`src/rtl/issue_buf.sv`:
```
// In-order issue buffer between the decoder and one execution unit.
// Optional build macro: ISSUE_BYPASS_EN adds a same-cycle fall-through path
// from decoded_* to issued_* when the buffer is empty.

package issue_buf_pkg;

    // Decoded-instruction payload shared by decoder, issue buffer and execution units.
    typedef struct packed {
        logic [31:0] pc;
        logic [6:0]  opcode;
        logic [4:0]  rd;
        logic [4:0]  rs1;
        logic [4:0]  rs2;
        logic [31:0] imm;
    } decoded_instr_t;

endpackage

module issue_buf
    import issue_buf_pkg::*;
#(
    parameter int unsigned DEPTH = 4
) (
    input  logic                     clk,
    input  logic                     rst,
    input  logic                     flush_i,
    input  logic                     decoded_valid_i,
    output logic                     decoded_ready_o,
    input  decoded_instr_t           decoded_data_i,
    output logic                     issued_valid_o,
    input  logic                     issued_ready_i,
    output decoded_instr_t           issued_data_o,
    output logic [$clog2(DEPTH):0]   count_o
);

    localparam int unsigned PTR_W = $clog2(DEPTH);
    localparam int unsigned CNT_W = PTR_W + 1;

    decoded_instr_t   mem_q [DEPTH];
    logic [PTR_W-1:0] wr_ptr_q, wr_ptr_d;
    logic [PTR_W-1:0] rd_ptr_q, rd_ptr_d;
    logic [CNT_W-1:0] count_q, count_d;
    // Low while in reset, high from the first edge after; keeps ready low during reset.
    logic             live_q;

    logic not_full;
    logic not_empty;
    logic bypass_hit;
    logic enq;
    logic deq;
    logic wr_en;
    logic rd_en;

    // Handshake decode, head selection and optional fall-through.
    always_comb begin
        not_full   = (count_q != CNT_W'(DEPTH));
        not_empty  = (count_q != '0);
        bypass_hit = 1'b0;
`ifdef ISSUE_BYPASS_EN
        bypass_hit = live_q && !not_empty && !flush_i && decoded_valid_i;
`endif
        decoded_ready_o = live_q && not_full && !flush_i;
        issued_valid_o  = (live_q && not_empty && !flush_i) || bypass_hit;
        issued_data_o   = bypass_hit ? decoded_data_i : mem_q[rd_ptr_q];
        enq   = decoded_valid_i && decoded_ready_o;
        deq   = issued_valid_o && issued_ready_i;
        // A bypassed entry consumed in the same cycle never occupies a slot.
        wr_en = enq && !(bypass_hit && issued_ready_i);
        rd_en = deq && not_empty;
        count_o = count_q;
    end

    // Next-state for pointers and occupancy; flush wins over any handshake.
    always_comb begin
        wr_ptr_d = wr_ptr_q;
        rd_ptr_d = rd_ptr_q;
        count_d  = count_q;
        if (flush_i) begin
            wr_ptr_d = '0;
            rd_ptr_d = '0;
            count_d  = '0;
        end else begin
            if (wr_en) wr_ptr_d = wr_ptr_q + PTR_W'(1);
            if (rd_en) rd_ptr_d = rd_ptr_q + PTR_W'(1);
            unique case ({wr_en, rd_en})
                2'b10:   count_d = count_q + CNT_W'(1);
                2'b01:   count_d = count_q - CNT_W'(1);
                default: count_d = count_q;
            endcase
        end
    end

    // Control state register with asynchronous reset.
    always_ff @(posedge clk or posedge rst) begin
        if (rst) begin
            wr_ptr_q <= '0;
            rd_ptr_q <= '0;
            count_q  <= '0;
            live_q   <= 1'b0;
        end else begin
            wr_ptr_q <= wr_ptr_d;
            rd_ptr_q <= rd_ptr_d;
            count_q  <= count_d;
            live_q   <= 1'b1;
        end
    end

    // Payload storage, intentionally not reset.
    always_ff @(posedge clk) begin
        if (wr_en) mem_q[wr_ptr_q] <= decoded_data_i;
    end

endmodule

```
`config.mk`:
```
export PLATFORM = sky130hd
export DESIGN_NAME = issue_buf
export DESIGN_NICKNAME = d
export VERILOG_FILES = /design/src/rtl/issue_buf.sv
export SDC_FILE = /design/constraint.sdc
export NUM_CORES = 1
export LEC_CHECK = 0
export CELL_PAD_IN_SITES_DETAIL_PLACEMENT = 2
export CELL_PAD_IN_SITES_GLOBAL_PLACEMENT = 2
export CORE_MARGIN = 10
export CORE_UTILIZATION = 46
export DETAILED_ROUTE_END_ITERATION = 7
export GPL_TIMING_DRIVEN = 1
export PLACE_DENSITY = 0.95
export SETUP_SLACK_MARGIN = 0.15
export SYNTH_ARGS = -nofsm -noshare
export SYNTH_HDL_FRONTEND = slang
export SYNTH_SLANG_ARGS = --single-unit
```
`constraint.sdc`:
```
create_clock -name clk -period 8.7 [get_ports clk]
set_clock_uncertainty 0.05 [all_clocks]
set_input_delay 1.305 -clock clk [delete_from_list [all_inputs] [get_ports clk]]
set_output_delay 1.305 -clock clk [all_outputs]
set_load 0.01 [all_outputs]
```
== After elaboration in Yosys (flattened, before gate mapping) ==
Memories as Yosys holds them, arrays and structs flattened.
Cells that the tools add are included.

* Flip-flop bits (word level): 8
* RAM bits: 344
* Input bits: 91
* Output and inout bits: 91
* Logic and storage cells: 32
* Memories: 1

{| class="wikitable"
|+ Memories
! memory !! depth !! width !! read ports !! clocked after Yosys merged registers in !! write ports !! line !! source
|-
| mem_q || 4 || 86 || 1 || 0 || 1 || 39 || <nowiki>decoded_instr_t mem_q [DEPTH];</nowiki>
|}

* Add/subtract/negate cells: 4
* Eq/ne operators: 3
* Muxes and demuxes: 8
* Reduce and logical (&&, ||, !) cells: 12

{| class="wikitable"
|+ Operators with widths
! operator !! number
|-
| 2-to-1 mux 2 bit || 4
|-
| logical AND 1 bit || 7
|-
| one-hot mux 3 bit (2 select lines) || 1
|-
| nonzero test 3 bit || 2
|-
| adder 2 x 1 -> 2 bit (second input constant) || 2
|-
| nonzero test 2 bit || 2
|-
| adder 3 x 1 -> 3 bit (second input constant) || 1
|-
| 2-to-1 mux 3 bit || 1
|-
| inequality test 3 bit (second input constant) || 1
|-
| subtractor 3 x 1 -> 3 bit (second input constant) || 1
|-
| == test 2 x 1 -> 1 bit (second input constant) || 1
|-
| == test 2 bit (second input constant) || 1
|-
| 2-to-1 mux 1 bit || 2
|-
| logical NOT 1 bit || 1
|}

== Logic depth before layout (Yosys ltp) ==
Gate-level depths: netlist (run 1).

* Word-level depth: 8
* Mapped depth: 9
* Gate-level depth less buffers: 7

== Worst setup path after synthesis (run 1) ==
No wires, ideal clock.

* Kind: in2reg
* Start point: in flush_i
* End point: mem mem_q[0][0] (netlist name), enable pin
* Setup time: 454 ps
* Data arrival time: 4061 ps
* Required time: 8196 ps
* Slack: 4135 ps
* Cell stages on the path: 5
* Cell sequence: buf_6 -> nand2b_4 -> a211oi_4 -> buf_4 -> and2_1

* Longest elaborated chain between the ends: 5

{| class="wikitable"
|+ RTL lines
! element !! line !! source
|-
| from (decl) || 26 || <nowiki>input logic flush_i,</nowiki>
|-
| logical NOT 1 bit || 62 || <nowiki>decoded_ready_o = live_q && not_full && !flush_i;</nowiki>
|-
| logical AND 1 bit || 62 ||
|-
| logical AND 1 bit || 65 || <nowiki>enq = decoded_valid_i && decoded_ready_o;</nowiki>
|-
| 2-to-1 mux 1 bit || 110 || <nowiki>if (wr_en) mem_q[wr_ptr_q] <= decoded_data_i;</nowiki>
|-
| 2-to-1 mux 1 bit (implied by the code) || 110 ||
|-
| to (decl) || 39 ||
|}

No other way between the ends.

==> impl_metrics.py, run 1 <==
metrics = {
    "status": {
        "status": "completed",
    },
    "synth": {
        "synthDistinctLibCells": 34,
        "synth_adder_area_share_pct": 0.542,
        "synth_cells": 506,
        "synth_simple_gate_area_share_pct": 0.910,
        "syn_area_sq_um": 12900,
        "synth-compound-area-share_pct": 0.542,
        "synth_common_cells": "edfxtp_1 (344), mux4_2 (86), buf_2 (12), dfrtp_1 (8), clkbuf_1 (6)",
        "ys_seq_area_share_pct": 81.4,
        "async_reset_ff_share_pct": 2.27,
        "ys.flop_type": "edfxtp_1",
        "synth.most_common_cell": "edfxtp_1",
        "synth_top_area_cell": "edfxtp_1",
        "synth_edf_count": 344,
        "ys_seq_elements": 352,
        "yosys_warnings": 0,
        "syn_nets": 602,
        "yosys.area.top_type_share_pct": 79.9,
        "ys_top_cells_by_area": "edfxtp_1 (80%), mux4_2 (15%), dfrtp_1 (1.5%)",
        "synth-xor-area-share_pct": 0.194,
        "synthMuxAreaShare_pct": 15.3,
        "syn_area_per_cell_sq_um": 25.6,
        "synth_top_family_by_area": "multiplexers",
    },
    "setup_path": {
        "worstPathRequired_ns": 7.34,
        "cp_data_arrival_time_ns": 3.61,
        "critPathKind": "register to primary output",
        "cp_max_fo": 49,
        "end_kind": "primary output",
        "start_kind": "register",
    },
    "route": {
        "dr.pass1.iters": 4,
        "wl_mm": 33.4,
        "antenna_left": 0,
        "drt_iter0_markers": 338,
        "drc": 0,
        "via_per_inst": 5.40,
        "wl_per_cell_um": 29.9,
        "vias": 6027,
    },
    "cts": {
        "clockBufferDepth": 3,
        "worstSkewPairLatency_ns": 0.52,
        "clock-sinks": 352,
        "hold_buffers": 0,
        "cts_buffers": 39,
        "cts_root_buffer": "clkbuf_16",
        "cts.reportedPaths.clkPinSlew_ns": 0.06,
        "ctsResizeCount": 0,
        "tritoncts": "built",
        "post_cts_buffers": 0,
        "h-tree-depth": 2,
    },
    "pwr": {
        "worst_ir_drop_vdd_uv": 235,
        "p_int_mw": 2.96,
        "leakage_nw": 5.13,
        "seqPwrFrac_pct": 51.2,
        "sw_frac_of_total_pct": 20.9,
        "switching_power_uw": 784,
        "p_comb_share_pct": 8.0,
        "power_density_nw_per_um2": 229,
        "clock_power_share_pct": 40.8,
    },
    "floorplan": {
        "ioPinCount": 182,
        "core_sq_um": 27800,
        "die_h_um": 188,
        "die_area_sq_um": 35200,
        "initial_core_util_pct": 46.5,
        "fp-row-count": 61,
        "die_w_um": 188,
    },
    "grt": {
        "grt_use_met1_pct": 21.6,
        "grt_pass1_vias": 7214,
        "gr-total-overflow": 0,
        "grt_use_total_pct": 19.1,
        "grtUsageMet2_pct": 35.6,
        "antenna_found_initial": 2,
        "use_met3_pct": 4.27,
        "grt_pass1_wl_mm": 50.3,
        "grt_max_degree": 53,
        "grt_most_used_layer": "met2",
    },
    "job": {
        "cap_violations": 0,
    },
    "final_layout": {
        "syn_to_final_growth_pct": 26.4,
        "final_layout_size_suffix_gt1_share_pct": 20.6,
        "fin_nets": 808,
        "fill_cells": 2225,
    },
    "sta": {
        "rsz0062_at_grt": "false",
        "setup_violations": 0,
        "min_period_over_period_pct": 57.1,
        "slew-limit-headroom_pct": 31.3,
        "drv_slew": 0,
        "fmax_ghz": 0.201,
        "worst_pin_slew_ns": 1.03,
        "whs_ns": 0.670,
        "hold_viol": 0,
        "tns_ns": 0,
        "period_minus_slack_ns": 4.97,
    },
    "placement": {
        "port_buffers": 181,
        "hpwl_mm": 22.3,
        "gp_congestion": 0.750,
    },
    "hold_path": {
        "min_path_type": "register to register",
    },
}
[stage by stage]
stage / total power, mW / cells / utilization [%] / area, sq um / setup slack (ns)
5_1_grt: 3.88 / 1116 / 58.8 / 16300 / 3.43
4_1_cts: 3.79 / 1115 / 58.8 / 16300 / 3.65
2_1_floorplan: 2.08 / 506 / - / 12900 / 4.13
6_report: 3.75 / 1116 / 58.8 / 16300 / 3.73
3_5_place_dp: 2.26 / 1049 / 54.6 / 15200 / 4.03
3_3_place_gp: 2.23 / 1049 / 54.6 / 15200 / 4.22
[placed cells by master, fill, tap and decap left out, types with 3 or more instances in the layout]
cell,count
edfxtp_1,344
clkdlybuf4s50_1,181
mux4_2,86
clkbuf_16,41
clkbuf_1,8
clkinv_1,8
dfrtp_1,6
buf_4,6
nor2_1,5
inv_1,5
and2_4,4
ha_1,4
clkinv_2,4
o21ai_0,3
[sequential cells by signal (all words and copies together) (netlist names)]
register	cells
live_q	1
count_o	3
rd_ptr_q	2
mem_q	344
wr_ptr_q	2
[power groups by stage]
stage / logic, mW / registers (mW) / clock network [mW]
final: 0.301 / 1.92 / 1.53
after global routing: 0.320 / 1.92 / 1.64
after global placement: 0.286 / 1.95 / 0
after floorplan: 0.142 / 1.94 / 0
after detailed placement: 0.304 / 1.95 / 0
after CTS: 0.308 / 1.92 / 1.56
[area by class of cell]
type	instances	area (sq um)	area share [%]
Clock buffer	51	1080	6.63
Timing Repair Buffer	187	1860	11.4
Multi-Input combinational cell	127	2280	13.9
Sequential cell	352	10500	64.5
Inverter	5	18.8	0.115
Antenna cell	1	2.50	0.0153
Tap cell	378	473	2.89
Clock inverter	15	98.8	0.605
[metal layers]
layer | part of all wire, % | routed length [um]
met1 | 37 | 12400
met2 | 56 | 18600
met3 | 4.9 | 1650
met4 | 2.2 | 732
met5 | 0.036 | 12
[critical path, stage by stage (launching register included)]
cell and delay [ns]:
dfrtp_4 0.95, buf_4 0.87, mux4_2 0.64, clkdlybuf4s50_1 0.51
[cell families (layout without fill, tap and decap cells)]
family,after synthesis,in the layout
flops,352,352
mux,90,90
buf+inv,27,258
simple gates,20,20
compound gates,9,9
fa+ha+maj,5,5
xor+xnor,2,2
other cells,1,2
[final timing paths]
| check | from | endpoint | slack, ns | cells past startpoint |
|---|---|---|---|---|
| max in group asynchronous | rst | rd_ptr_q[0] | 7.17 | 2 |
| min | wr_ptr_q[0] | wr_ptr_q[0] | 0.67 | 1 |
| max reg2reg | count_o[0] | mem_q[3][38] | 5.44 | 4 |
| min reg2reg | wr_ptr_q[0] | wr_ptr_q[0] | 0.67 | 1 |
| min in group asynchronous | rst | live_q | 1.07 | 2 |
| max | rd_ptr_q[0] | issued_data_o[2] | 3.73 | 3 |
No activity file was read; power rests on OpenSTA's default activity.
==> run 2: changes to the inputs <==
--- a/config.mk
+++ b/config.mk
@@ -8,10 +8,10 @@
 export CELL_PAD_IN_SITES_DETAIL_PLACEMENT = 2
 export CELL_PAD_IN_SITES_GLOBAL_PLACEMENT = 2
 export CORE_MARGIN = 10
-export CORE_UTILIZATION = 46
+export CORE_UTILIZATION = 39
 export DETAILED_ROUTE_END_ITERATION = 7
 export GPL_TIMING_DRIVEN = 1
-export PLACE_DENSITY = 0.95
+export PLACE_DENSITY = 0.88
 export SETUP_SLACK_MARGIN = 0.15
 export SYNTH_ARGS = -nofsm -noshare
 export SYNTH_HDL_FRONTEND = slang
==> constraint.sdc (replaced) <==
create_clock -name clk -period 4.15 [get_ports clk]
set_clock_uncertainty 0.05 [all_clocks]
set_input_delay 0.6225 -clock clk [delete_from_list [all_inputs] [get_ports clk]]
set_output_delay 0.6225 -clock clk [all_outputs]
set_load 0.01 [all_outputs]
==> run 2 against run 1 <==
  * Die area grew 16%
  * Setup slack lost 2.8 ns
  * Routed wire length shrank 3.1%
  * Utilization shrank 8.1 points
  * Non-clock buffer count grew 9
  * Combinational power grew 120%
  * Largest cell class unchanged
  * Sequential power grew 110%
  * Register-to-register slack lost 3.9 ns
  * Sequential share of layout area shrank 0.85 points
  * Highest routed layer unchanged
  * Global-route usage shrank 3.3 points
  * Flip-flop and latch count is the same
  * Largest power group unchanged
  * Via count shrank 0.28%
==> impl_metrics.py, run 2 (synthesis gave the netlist of run 1 again) <==
metrics = {
    "status": {
        "status": "completed",
    },
    "route": {
        "wl_mm": 32.3,
        "antenna_left": 0,
        "wl_per_cell_um": 27.1,
        "drc": 0,
        "vias": 6010,
        "drt_iter0_markers": 253,
        "dr.pass1.iters": 4,
        "via_per_inst": 5.03,
    },
    "sta": {
        "period_minus_slack_ns": 3.27,
        "hold_viol": 0,
        "layout_setup_ws_ns": 0.883,
        "min_period_over_period_pct": 78.7,
        "rsz0062_at_grt": "false",
        "worst_pin_slew_ns": 0.554,
        "drv_slew": 0,
        "tns_ns": 0,
        "fmax_ghz": 0.306,
        "slew-limit-headroom_pct": 63.1,
        "setup_violations": 0,
    },
    "cts": {
        "post_cts_buffers": 0,
        "clockBufferDepth": 3,
        "cts.reportedPaths.clkPinSlew_ns": 0.06,
        "ctsResizeCount": 0,
        "clock-sinks": 352,
        "hold_buffers": 0,
        "worstSkewPairLatency_ns": 0.52,
        "cts_buffers": 39,
        "cts_root_buffer": "clkbuf_16",
        "tritoncts": "built",
        "h-tree-depth": 2,
    },
    "pwr": {
        "leakage_nw": 5.18,
        "worst_ir_drop_vdd_uv": 253,
        "p_comb_share_pct": 8.5,
        "clock_power_share_pct": 40.3,
        "seqPwrFrac_pct": 51.2,
        "p_int_mw": 6.16,
        "power_density_nw_per_um2": 471,
        "sw_frac_of_total_pct": 21.0,
        "switching_power_mw": 1.64,
    },
    "setup_path": {
        "r2r_slack_ns": 1.59,
        "start_kind": "register",
        "end_kind": "primary output",
        "worstPathRequired_ns": 3.48,
        "r2r_cells": 7,
        "rr_endpoint": "count_o[2]",
        "cp_data_arrival_time_ns": 2.59,
        "cp_max_fo": 32,
        "rr_startpoint": "count_o[0]",
        "critPathKind": "register to primary output",
    },
    "grt": {
        "grt_use_total_pct": 15.9,
        "grt_max_degree": 53,
        "grt_pass1_vias": 7060,
        "antenna_found_initial": 3,
        "gr-total-overflow": 0,
        "grt_pass1_wl_mm": 49.1,
    },
    "floorplan": {
        "ioPinCount": 182,
        "die_w_um": 202,
        "die_area_sq_um": 40800,
        "fp-row-count": 66,
        "initial_core_util_pct": 39.6,
        "core_sq_um": 32600,
        "die_h_um": 202,
    },
    "final_layout": {
        "fin_nets": 817,
        "syn_to_final_growth_pct": 28.1,
        "largest_reg_flops": 344,
        "fin_area_sq_um": 16600,
        "final_layout_size_suffix_gt1_share_pct": 20.9,
        "final_util_pct": 50.8,
        "final_common_cell": "edfxtp_1",
        "regMostFlops": "mem_q",
        "final_cell_mix": "edfxtp_1 (344), clkdlybuf4s50_1 (181), mux4_2 (86)",
        "final_cells": 1194,
    },
    "placement": {
        "hpwl_mm": 21.5,
        "pre_cts_ws_ns": 0.805,
        "gp_congestion": 0.725,
        "port_buffers": 181,
        "dp.cells": 1122,
        "placed_area_sq_um": 15400,
    },
    "job": {
        "cap_violations": 0,
    },
    "hold_path": {
        "min_path_type": "input pin to asynchronous set/reset pin",
    },
}
## run 2: cell count changes in the layout (fill, tap and decap cells not counted)
| cell | before | now |
|---|---|---|
| bufinv_16 | 1 | 0 |
| diode_2 | 1 | 2 |
| clkbuf_1 | 8 | 17 |
| inv_8 | 1 | 0 |
| clkbuf_8 | 2 | 1 |
| clkinv_1 | 8 | 7 |
| buf_12 | 0 | 8 |
| clkinvlp_4 | 1 | 0 |
| buf_4 | 6 | 7 |
## run 2: per-stage QoR
stage	power [mW]	hold slack (ns)
floorplan	4.35	0.388
global placement	4.71	0.524
detailed placement	4.74	0.555
CTS	7.92	0.338
global route	8.09	0.363
finish	7.80	0.345
## run 2: worst max path at each step
stage / slack [ns] / startpoint / depth (start not counted) / end
floorplan: 0.27 / flush_i / 5 / mem_q[2][0]
finish: 0.88 / rd_ptr_q[1] / 3 / issued_data_o[80]
detailed placement: 0.80 / flush_i / 6 / mem_q[3][58]
global route: 0.77 / rd_ptr_q[1] / 3 / issued_data_o[36]
CTS: 0.80 / rd_ptr_q[1] / 3 / issued_data_o[80]
global placement: 0.91 / flush_i / 6 / mem_q[1][62]
## run 2: area by class of cell
cell class | count | area (sq um)
Sequential cell | 352 | 10500
Antenna cell | 2 | 5.00
Clock inverter | 11 | 46.3
Clock buffer | 59 | 1100
Tap cell | 442 | 553
Multi-Input combinational cell | 127 | 2280
Timing Repair Buffer | 196 | 2020
Fill cell | 2777 | 16100
Inverter | 5 | 18.8
## run 2: routing by layer
metal | part of all wire, % | up-vias | GRT usage, %
met5 | 0.040 | - | 0
met4 | 1.4 | 2 | 3.46
met3 | 4.9 | 42 | 3.98
met2 | 52 | 156 | 27.9
met1 | 41 | 3211 | 19.4
li1 | - | 2599 | -
## run 2: worst max-delay path: stages, from the launching register on
cell and delay, ns:
dfrtp_4 0.76, buf_4 0.39, mux4_2 0.35, clkdlybuf4s50_1 0.56
## run 2: power groups by stage
stage | Sequential, mW | Clock, mW | Combinational, mW
final | 3.99 | 3.15 | 0.660
after global routing | 4.00 | 3.38 | 0.714
after CTS | 3.99 | 3.24 | 0.683
after detailed placement | 4.07 | 0 | 0.679
after global placement | 4.06 | 0 | 0.651
after floorplan | 4.06 | 0 | 0.297
==> run 3: changes to the inputs <==
==> constraint.sdc (replaced) <==
create_clock -name clk -period 2.8 [get_ports clk]
set_clock_uncertainty 0.05 [all_clocks]
set_input_delay 0.42 -clock clk [delete_from_list [all_inputs] [get_ports clk]]
set_output_delay 0.42 -clock clk [all_outputs]
set_load 0.01 [all_outputs]
==> run 3 against run 2 <==
  * Combinational power increased by 53%
  * Sequential share of layout area decreased by 1.2 points
  * Setup slack got worse by 0.76 ns
  * Global-route usage increased by 0.13 points
  * Utilization increased by 0.96 points
  * Largest power group unchanged
==> impl_metrics.py, run 3 (synthesis gave the netlist of run 1 again) <==
metrics = {
    "grt": {
        "grtUsageMet2_pct": 29.7,
        "antenna_found_initial": 0,
        "grt_pass1_wl_mm": 49.3,
        "grt_most_used_layer": "met2",
        "grt_use_met1_pct": 18.6,
        "grt_use_total_pct": 16.0,
        "use_met3_pct": 3.57,
        "grt_max_degree": 47,
        "grt_pass1_vias": 7203,
        "gr-total-overflow": 0,
    },
    "setup_path": {
        "cp_data_arrival_time_ns": 2.21,
        "r2r_cells": 7,
        "crit_slowest_cell": "mux4_2",
        "cp_top_family": "buffers and inverters",
        "cp-startpoint": "rd_ptr_q[0]",
        "cp_max_fo": 12,
        "start_kind": "register",
        "rr_endpoint": "count_o[2]",
        "r2r_slack_ns": 0.41,
        "worstPathRequired_ns": 2.33,
        "path_cells": "buf_12 > buf_16 > buf_4 > mux4_2 > dlygate4sd2_1",
        "rr_startpoint": "count_o[1]",
        "end_kind": "primary output",
        "critPathMaxStageDelay_ns": 0.49,
        "critPathKind": "register to primary output",
        "cp_num_buf_inv": 4,
    },
    "route": {
        "drc": 0,
        "antenna_left": 0,
        "wl_mm": 32.8,
        "via_per_inst": 4.99,
        "dr.pass1.iters": 4,
        "drt_iter0_markers": 219,
        "wl_per_cell_um": 26.8,
        "vias": 6114,
    },
    "cts": {
        "clock-sinks": 352,
        "h-tree-depth": 2,
        "tritoncts": "built",
        "cts_buffers": 39,
        "cts_root_buffer": "clkbuf_16",
        "cts.reportedPaths.clkPinSlew_ns": 0.06,
        "worstSkewPairLatency_ns": 0.51,
        "hold_buffers": 0,
        "clockBufferDepth": 3,
    },
    "sta": {
        "rsz0062_at_grt": "true",
        "setup_violations": 0,
        "layout_setup_ws_ns": 0.120,
        "period_minus_slack_ns": 2.68,
        "fmax_ghz": 0.373,
        "drv_slew": 0,
        "hold_viol": 0,
        "whs_ns": 0.127,
        "min_period_over_period_pct": 95.7,
    },
    "status": {
        "status": "completed",
    },
    "job": {
        "cap_violations": 0,
    },
    "floorplan": {
        "core_sq_um": 32600,
        "die_h_um": 202,
        "die_area_sq_um": 40800,
        "fp-row-count": 66,
        "die_w_um": 202,
        "initial_core_util_pct": 39.6,
        "ioPinCount": 182,
    },
    "hold_path": {
        "min_path_type": "input pin to asynchronous set/reset pin",
    },
    "placement": {
        "hpwl_mm": 21.3,
        "pre_cts_ws_ns": 0.0502,
        "port_buffers": 181,
        "gp_congestion": 0.692,
        "dp.cells": 1135,
    },
    "final_layout": {
        "syn_to_final_growth_pct": 30.5,
        "final_util_pct": 51.7,
        "final_cells": 1225,
        "largest_reg_flops": 344,
        "final_cell_mix": "edfxtp_1 (344), clkdlybuf4s50_1 (95), mux4_2 (86)",
        "final_common_cell": "edfxtp_1",
        "n_antenna_cell": 0,
        "fin_nets": 851,
        "final_layout_size_suffix_gt1_share_pct": 27.5,
        "regMostFlops": "mem_q",
        "fill_cells": 2767,
    },
    "pwr": {
        "leakage_nw": 5.56,
        "power_density_nw_per_um2": 696,
        "worst_ir_drop_vdd_uv": 562,
    },
}
-- run 3: where the power goes --
part           switching, mW  leakage [nW]  internal (mW)  total (mW)
logic                  0.456          1.77          0.553        1.01
clock network           1.98         0.583           2.85        4.82
registers             0.0387          3.21           5.87        5.91
total                   2.47          5.56           9.27        11.7
-- run 3: worst reg2reg max path: cells and delay by family (launching register included) --
kind	cells	cell delay, ns
simple gates	5	1.33
flops	1	0.45
fa+ha+maj	1	0.38
compound gates	1	0.12
-- run 3: repair_timing --
action,CTS,global route
endpoints found under the setup margin,86,61
resized for setup,116,20
setup buffers,10,11
-- run 3: cell type report --
| class | instances | area, sq um | share of cell area [%] |
|---|---|---|---|
| well taps | 442 | 553 | 3.28 |
| repair buffers | 230 | 2290 | 13.6 |
| multi-input cells | 127 | 2280 | 13.5 |
| clock inverters | 13 | 88.8 | 0.526 |
| flip-flops and latches | 352 | 10500 | 62.4 |
| clock buffers | 56 | 1110 | 6.59 |
| inverters | 5 | 18.8 | 0.111 |
-- run 3: layer usage --
layer | share of wire (%) | up-vias
li1 | - | 2661
met1 | 40 | 3266
met2 | 54 | 142
met3 | 4.3 | 45
met4 | 1.6 | 0
met5 | 0 | -
-- run 3: worst max-delay path by stage --
stage               slack, ns  depth (start not counted)           endpoint
CTS                     -0.05                          4  issued_data_o[52]
finish                   0.12                          5  issued_data_o[51]
global route             0.04                          5  issued_data_o[51]
global placement         0.17                          8         count_o[2]
floorplan                0.06                          5        mem_q[0][0]
detailed placement       0.05                          8         count_o[2]
-- run 3: stage by stage --
stage	cell area, sq um	setup TNS [ns]	power [mW]
3_5_place_dp	15600	0	7.08
6_report	16900	0	11.7
2_1_floorplan	12900	0	6.45
5_1_grt	16900	0	12.2
3_3_place_gp	15600	0	7.02
4_1_cts	16800	-0.199	11.9
